===== src/rtl/reg_scoreboard.sv =====
// -----------------------------------------------------------------------------
// reg_scoreboard
//
// Purpose:
//    Per-register scoreboard for the dual-issue pipeline. It counts the
//    long-latency writes (mul, div, load) that are still outstanding for each
//    architectural GPR, from issue until writeback. From that state it gives
//    each issue slot a ready qualifier, which the issue stage ANDs into its
//    own issue decision.
//
//    Hazards inside an issue pair (WAW/RAW inside the pair, structural
//    conflicts) are checked in the issue stage. This block does not repeat
//    those checks.
//
// Ports:
//    clk          core clock
//    rst_n        asynchronous active-low reset
//    flush_i      pipeline flush; every long op in flight is killed
//    is_fire_i    [2]      slot k actually issues this cycle
//    is_long_i    [2]      slot k is a long-latency register writer
//    is_w_reg_i   [2][5]   destination register of issuing slot k
//    chk_r_reg_i  [2][2][5] source registers of the candidate in slot k
//    chk_w_reg_i  [2][5]   destination register of the candidate in slot k
//    wb_valid_i   [2]      long-latency writeback port j completes
//    wb_w_reg_i   [2][5]   register written by writeback port j
//    ready_o      [2]      slot k is clear of outstanding long writes
//    busy_mask_o  [REG_NUM] registered; bit r set while cnt[r] != 0
//    underflow_o  sticky flag: a writeback arrived for a register at count 0
// -----------------------------------------------------------------------------
module reg_scoreboard #(
   parameter int REG_NUM = 32,
   parameter int CNT_W   = 2
) (
   input  logic                 clk,
   input  logic                 rst_n,
   input  logic                 flush_i,
   input  logic [1:0]           is_fire_i,
   input  logic [1:0]           is_long_i,
   input  logic [1:0][4:0]      is_w_reg_i,
   input  logic [1:0][1:0][4:0] chk_r_reg_i,
   input  logic [1:0][4:0]      chk_w_reg_i,
   input  logic [1:0]           wb_valid_i,
   input  logic [1:0][4:0]      wb_w_reg_i,
   output logic [1:0]           ready_o,
   output logic [REG_NUM-1:0]   busy_mask_o,
   output logic                 underflow_o
);

   // Two extra bits give headroom for +2 and a sign bit for -2.
   localparam int             SUM_W = CNT_W + 2;
   localparam logic [CNT_W-1:0] CMAX  = '1;

   logic [REG_NUM-1:0][CNT_W-1:0] cnt_q;
   logic [REG_NUM-1:0][CNT_W-1:0] cnt_d;
   logic [REG_NUM-1:0]            busy_d;
   logic                          underflow_d;
   logic [SUM_W-1:0]              inc;
   logic [SUM_W-1:0]              dec;
   logic [SUM_W-1:0]              sum;

   // Next-state counters. For each tracked register, add the long issues
   // that target it and subtract the writebacks that hit it. The result is
   // read as two's complement. A negative result clamps to zero and raises
   // the sticky underflow flag. A result above CMAX means the issue stage
   // broke protocol. It saturates silently, because the ready logic should
   // already have stopped that issue. r0 is never tracked. A flush wipes
   // every counter and discards the issues and writebacks of that cycle. It
   // does not touch the sticky flag.
   always_comb begin
      cnt_d       = cnt_q;
      underflow_d = underflow_o;
      inc         = '0;
      dec         = '0;
      sum         = '0;
      for (int r = 1; r < REG_NUM; r++) begin
         inc = '0;
         dec = '0;
         for (int k = 0; k < 2; k++) begin
            if (is_fire_i[k] && is_long_i[k] && (is_w_reg_i[k] == 5'(r))) begin
               inc = inc + SUM_W'(1);
            end
         end
         for (int j = 0; j < 2; j++) begin
            if (wb_valid_i[j] && (wb_w_reg_i[j] == 5'(r))) begin
               dec = dec + SUM_W'(1);
            end
         end
         sum = SUM_W'(cnt_q[r]) + inc - dec;
         if (sum[SUM_W-1]) begin
            cnt_d[r]    = '0;
            underflow_d = 1'b1;
         end else if (sum > SUM_W'(CMAX)) begin
            cnt_d[r] = CMAX;
         end else begin
            cnt_d[r] = sum[CNT_W-1:0];
         end
      end
      cnt_d[0] = '0;
      if (flush_i) begin
         cnt_d       = '0;
         underflow_d = underflow_o;
      end
   end

   // The busy vector comes from the next-state counters. After the clock
   // edge the registered mask therefore matches the counters that ready_o
   // sees.
   always_comb begin
      busy_d = '0;
      for (int r = 1; r < REG_NUM; r++) begin
         busy_d[r] = (cnt_d[r] != '0);
      end
   end

   // State registers: counters, busy mask and the sticky underflow flag.
   always_ff @(posedge clk or negedge rst_n) begin
      if (!rst_n) begin
         cnt_q       <= '0;
         busy_mask_o <= '0;
         underflow_o <= 1'b0;
      end else begin
         cnt_q       <= cnt_d;
         busy_mask_o <= busy_d;
         underflow_o <= underflow_d;
      end
   end

   // Ready qualifiers use registered state only. A writeback in the current
   // cycle does not bypass into readiness. The slot becomes ready the cycle
   // after its counters drain. A busy destination blocks WAW against a long
   // op. The CMAX term keeps the counter from saturating. It is redundant
   // while the busy check is also blocking.
   always_comb begin
      ready_o = '0;
      for (int k = 0; k < 2; k++) begin
         ready_o[k] = !((chk_r_reg_i[k][0] != 5'd0) && busy_mask_o[chk_r_reg_i[k][0]])
                   && !((chk_r_reg_i[k][1] != 5'd0) && busy_mask_o[chk_r_reg_i[k][1]])
                   && !((chk_w_reg_i[k]    != 5'd0) && busy_mask_o[chk_w_reg_i[k]])
                   && (cnt_q[chk_w_reg_i[k]] != CMAX);
      end
   end

endmodule


===== config.mk =====
export PLATFORM = sky130hd
export DESIGN_NAME = reg_scoreboard
export DESIGN_NICKNAME = d
export VERILOG_FILES = /design/src/rtl/reg_scoreboard.sv
export SDC_FILE = /design/constraint.sdc
export NUM_CORES = 1
export LEC_CHECK = 0
export CAP_MARGIN = 5
export CORE_MARGIN = 2
export CORE_UTILIZATION = 25
export CTS_BUF_LIST = sky130_fd_sc_hd__clkbuf_4 sky130_fd_sc_hd__clkbuf_8 sky130_fd_sc_hd__clkbuf_16
export CTS_CLUSTER_DIAMETER = 150
export DETAILED_ROUTE_END_ITERATION = 10
export GPL_TIMING_DRIVEN = 0
export PLACE_DENSITY = 0.53
export SYNTH_ARGS = -nofsm -noshare
export SYNTH_HDL_FRONTEND = slang
export SYNTH_SLANG_ARGS = --single-unit

===== constraint.sdc =====
create_clock -name clk -period 6 [get_ports clk]
set_clock_uncertainty 0.05 [all_clocks]
set_input_delay 1.2 -clock clk [delete_from_list [all_inputs] [get_ports clk]]
set_output_delay 1.2 -clock clk [all_outputs]
set_load 0.05 [all_outputs]

# == Word-level counts from Yosys, hierarchy flattened ==
# Index checks and enable logic that the tools add are counted.
# word_totals
ff_bits,96
inputBits,59
# op_classes
addsub,124
n_lt_le_gt_ge,37
eq_ne,126
mux,234
bitwise_logic,1
reduce_logical,183
# op_table
operator,count
$eq A5 B5 Y1 const B,64
$add A4 B1 Y4 const B,62
$mux W4,62
$eq A5 B4 Y1 const B,32
$logic_and A1 B1 Y1,138
$mux W2,64
$add A2 B4 Y4,31
$gt A4 B2 Y1 const B,31
$sub A4 B4 Y4,31
$mux W1,99
$eq A5 B3 Y1 const B,16
$mux W64,1
$reduce_bool A2 Y1,31
$eq A5 B2 Y1 const B,8
$lt A5 B6 Y1 const B,6
$reduce_bool A31 Y1,1
$bmux W1 S5,6
$reduce_bool A5 Y1,6
$bmux W2 S5,2
$eq A5 B1 Y1 const B,4
$logic_not A1 Y1,6
$ne A2 B2 Y1 const B,2
$reduce_and A2 Y1,1
$not A1 Y1,1

# == Longest topological paths before layout ==
# depth
word_depth,38
ltp_mapped,15

# == Worst setup path before layout ==
# OpenSTA, ideal clock, no wires.
# synth_timing
kind,input -> output
start,in chk_r_reg_i[5] in the netlist's numbering
end,out ready_o[0]
arrival_time_ns,3.409
required_ns,4.750
path_slack_ns,1.341
stages,7
path_cell_list,buf_2 mux4_2 mux2i_1 nor3b_1 nor3_1 nand2_1 nor3_1
# synth_between
elab_chain_cells,7
word_cells_on_any_way,8
# synth_lines
element,line,source
from (decl),40,"input logic [1:0][1:0][4:0] chk_r_reg_i,"
$bmux W1 S5,137,&& !((chk_r_reg_i[k][1] != 5'd0) && busy_mask_o[chk_r_reg_i[k][1]])
$mux W1 (implied by the code),137,
$logic_and A1 B1 Y1 *,137,
$logic_not A1 Y1 *,137,
$logic_and A1 B1 Y1 *,137,
$logic_and A1 B1 Y1 *,138,&& !((chk_w_reg_i[k] != 5'd0) && busy_mask_o[chk_w_reg_i[k]])
$logic_and A1 B1 Y1 *,139,&& (cnt_q[chk_w_reg_i[k]] != CMAX);
to (decl),44,"output logic [1:0] ready_o,"
# Every way passes the cells marked *; elsewhere a longest branch is shown, timed or not. The select of a mux whose other input is x is not followed.

# == Final worst setup path ==
# layout_timing
start,in chk_w_reg_i[0] in the netlist's numbering
end,out ready_o[0]
# layout_between
elab_chain_cells,6
word_cells_on_any_way,10
# layout_lines
element,line,source
from (decl),41,"input logic [1:0][4:0] chk_w_reg_i,"
$bmux W1 S5,138,
$mux W1 (implied by the code),138,
$logic_and A1 B1 Y1,138,
$logic_not A1 Y1,138,
$logic_and A1 B1 Y1,138,
$logic_and A1 B1 Y1 *,139,
# Marked as above.

==> out/metrics.cfg <==
[drt]
wl_met3_um=2080
antenna_left=0
wl_met2_um=16300
drc=0
initialDrtViolationCount=709
vias=9056
avgViaCountPerCell=4.79
drt_pass1_iterations=5
top_layer=met5
met1_length_um=16100
wl_um=35600
wire_per_inst_um=18.8

[yosys]
ys_seq_elements=94
syn_inst=1215
yosysSeqAreaShare_pct=21.6
avgSynthCellArea_um2=8.96
syn-cell-area_mm2=0.0109
ys.flop_type=dfrtp_1
synth_edf_count=0
synth_cell_type_count=51
synth.net_count=1491
yosysWarnings=0
async_flop_share_pct=100

[floorplanning]
die_w_um=213
start_util_pct=25.3
coreArea_mm2=0.0430
num_rows=76
io_pins=94
dieArea_mm2=0.0452
die_h_um=213

[worst_setup_path]
reg2reg_from=cnt_q[23]$_DFF_PN0_
cp_data_required_time_ns=4.75
crit_fanout=10
startpoint_type=primary input
path_class=primary input to primary output
ff2ff_setup_slack_ns=3.05
crit_path_frequent_cell=clkdlybuf4s50_1
worstSetupStartpoint=chk_w_reg_i[0]
slowest_stage=clkdlybuf4s50_1
max_stage_delay_ns=0.88
crit_arrival_ns=4.60
crit_chain=clkdlybuf4s50_1 -> buf_2 -> buf_4 -> a22oi_1 -> a211oi_1 -> a21oi_1 -> a311o_1 -> nor3_1 -> clkdlybuf4s50_1
r2r_cells=9
critPathCaptureType=primary output
worstReg2RegEnd=underflow_o$_DFFE_PN0P_

[worst_hold_path]
min_path_type=flip-flop to flip-flop
whs_path_depth=1
min_from=underflow_o$_DFFE_PN0P_
min_to=underflow_o$_DFFE_PN0P_

[pwr]
p_leak_uw=0.00576
ir_drop_mv=0.157
powerDensity_mw_per_mm2=372
p_total_uw=4720

[final_layout]
drive_gt1_share_pct=7.82
num_antenna_cells=0
nets=1575
area_growth_pct=16.6
final_common_cell=inv_1
layout_common_cells=inv_1 (256), ha_1 (155), nor2_1 (135)

[placement]
portBuffers=72
hpwl_um=29900
gp_congestion=0.892

[grt]
overflow=0
antenna_found_initial=5
grt_pass1_wl_um=54700
grt_max_degree=49
grt_pass1_vias=9354
track_usage_pct=16.3

[clocking]
clkLatencyLatePin_ns=0.36
cts_hold_buffers=0
cts_tree=done
root_buffer=clkbuf_16
cts.sinks=94
cts.path.max_buffers=2
postCtsSetupBuffers=0
clk_pin_slew_ns=0.06
numCtsBuffers=9
htreeDepth=3
cts_resized=0

[job]
drv_cap=0

[timing]
timing.fmax_mhz=171
rsz0062_at_grt=false
tightest_slew_ns=0.734
hold_violations=0
period_minus_slack_ns=5.85
finalCritPeriodShare_pct=97.6
drv_slew=0
fin_tns_setup_ns=0
setup_viol=0
relSlewSlack_pct=51.0

[outcome]
status=complete, no violations

## critical path, delay by kind of cell
| kind | cells | cell delay [ns] |
|---|---|---|
| and+or+nand+nor | 1 | 0.35 |
| buffers and inverters | 4 | 2.17 |
| AOI/OAI and AO/OA | 4 | 0.88 |
## per-layer routing
metal / vias to the layer above / GRT usage (%)
li1: 4253 / -
met1: 4447 / 22.1
met2: 289 / 26.5
met3: 63 / 2.20
met4: 4 / 6.03
met5: - / 0
## through the flow
step	area [µm²]	util [%]	hold slack [ns]	setup slack (ns)	instances
6_report	12700	29.5	0.444	0.146	1889
5_1_grt	12700	29.5	0.482	0.0133	1889
4_1_cts	12700	29.5	0.457	0.136	1889
3_5_place_dp	12400	28.8	0.442	0.140	1873
3_3_place_gp	12300	28.7	0.434	0.0325	1872
2_1_floorplan	10900	-	0.629	1.34	1215
## layout make-up
type                            instances  area, µm²
Inverter                              256        961
Buffer                                 44        193
Clock inverter                          5       83.8
Fill cell                            4594      30300
Sequential cell                        94       2350
Clock buffer                           11        240
Multi-Input combinational cell        821       7380
Timing Repair Buffer                   73        746
Tap cell                              585        732
## flip-flops by register name (all words and copies together) (netlist names)
name and flops:
busy_mask_o 31, cnt_q 62, underflow_o 1
## worst max path at each step
stage	to	slack, ns	depth (start not counted)
3_5_place_dp	ready_o[0]	0.14	9
6_report	ready_o[0]	0.15	9
2_1_floorplan	ready_o[0]	1.34	7
5_1_grt	ready_o[0]	0.01	9
4_1_cts	ready_o[0]	0.14	9
3_3_place_gp	cnt_q[18]$_DFF_PN0_	0.03	1
## power breakdown
group / internal [µW] / switching, µW / total (µW)
clock: 376 / 265 / 641
combinational: 1200 / 1500 / 2700
sequential: 913 / 465 / 1380
## cell usage after synthesis, types with 31 or more instances
cell type / count / share of area, %
ha_1: 155 / 18
nor2b_1: 43 / 2.5
mux4_2: 31 / 6.4
or2_2: 34 / 2.0
inv_1: 256 / 8.8
nand2_1: 41 / 1.4
nor2_1: 135 / 4.7
a211oi_1: 72 / 5.0
nor3_1: 43 / 2.0
dfrtp_1: 94 / 22
fa_1: 62 / 11
## kinds of logic after synthesis
kind of cell	after synthesis	share of synthesized area, %
AO/OA/AOI/OAI	144	9.36
XOR/XNOR	31	2.49
adder cells (fa/ha/maj)	217	29.2
buffers and inverters	300	10.6
flip-flops	94	21.6
multiplexers	59	10.1
other	1	0.0345
AND/OR/NAND/NOR	369	16.6
Note: power is estimated with default switching activity, not from simulation.
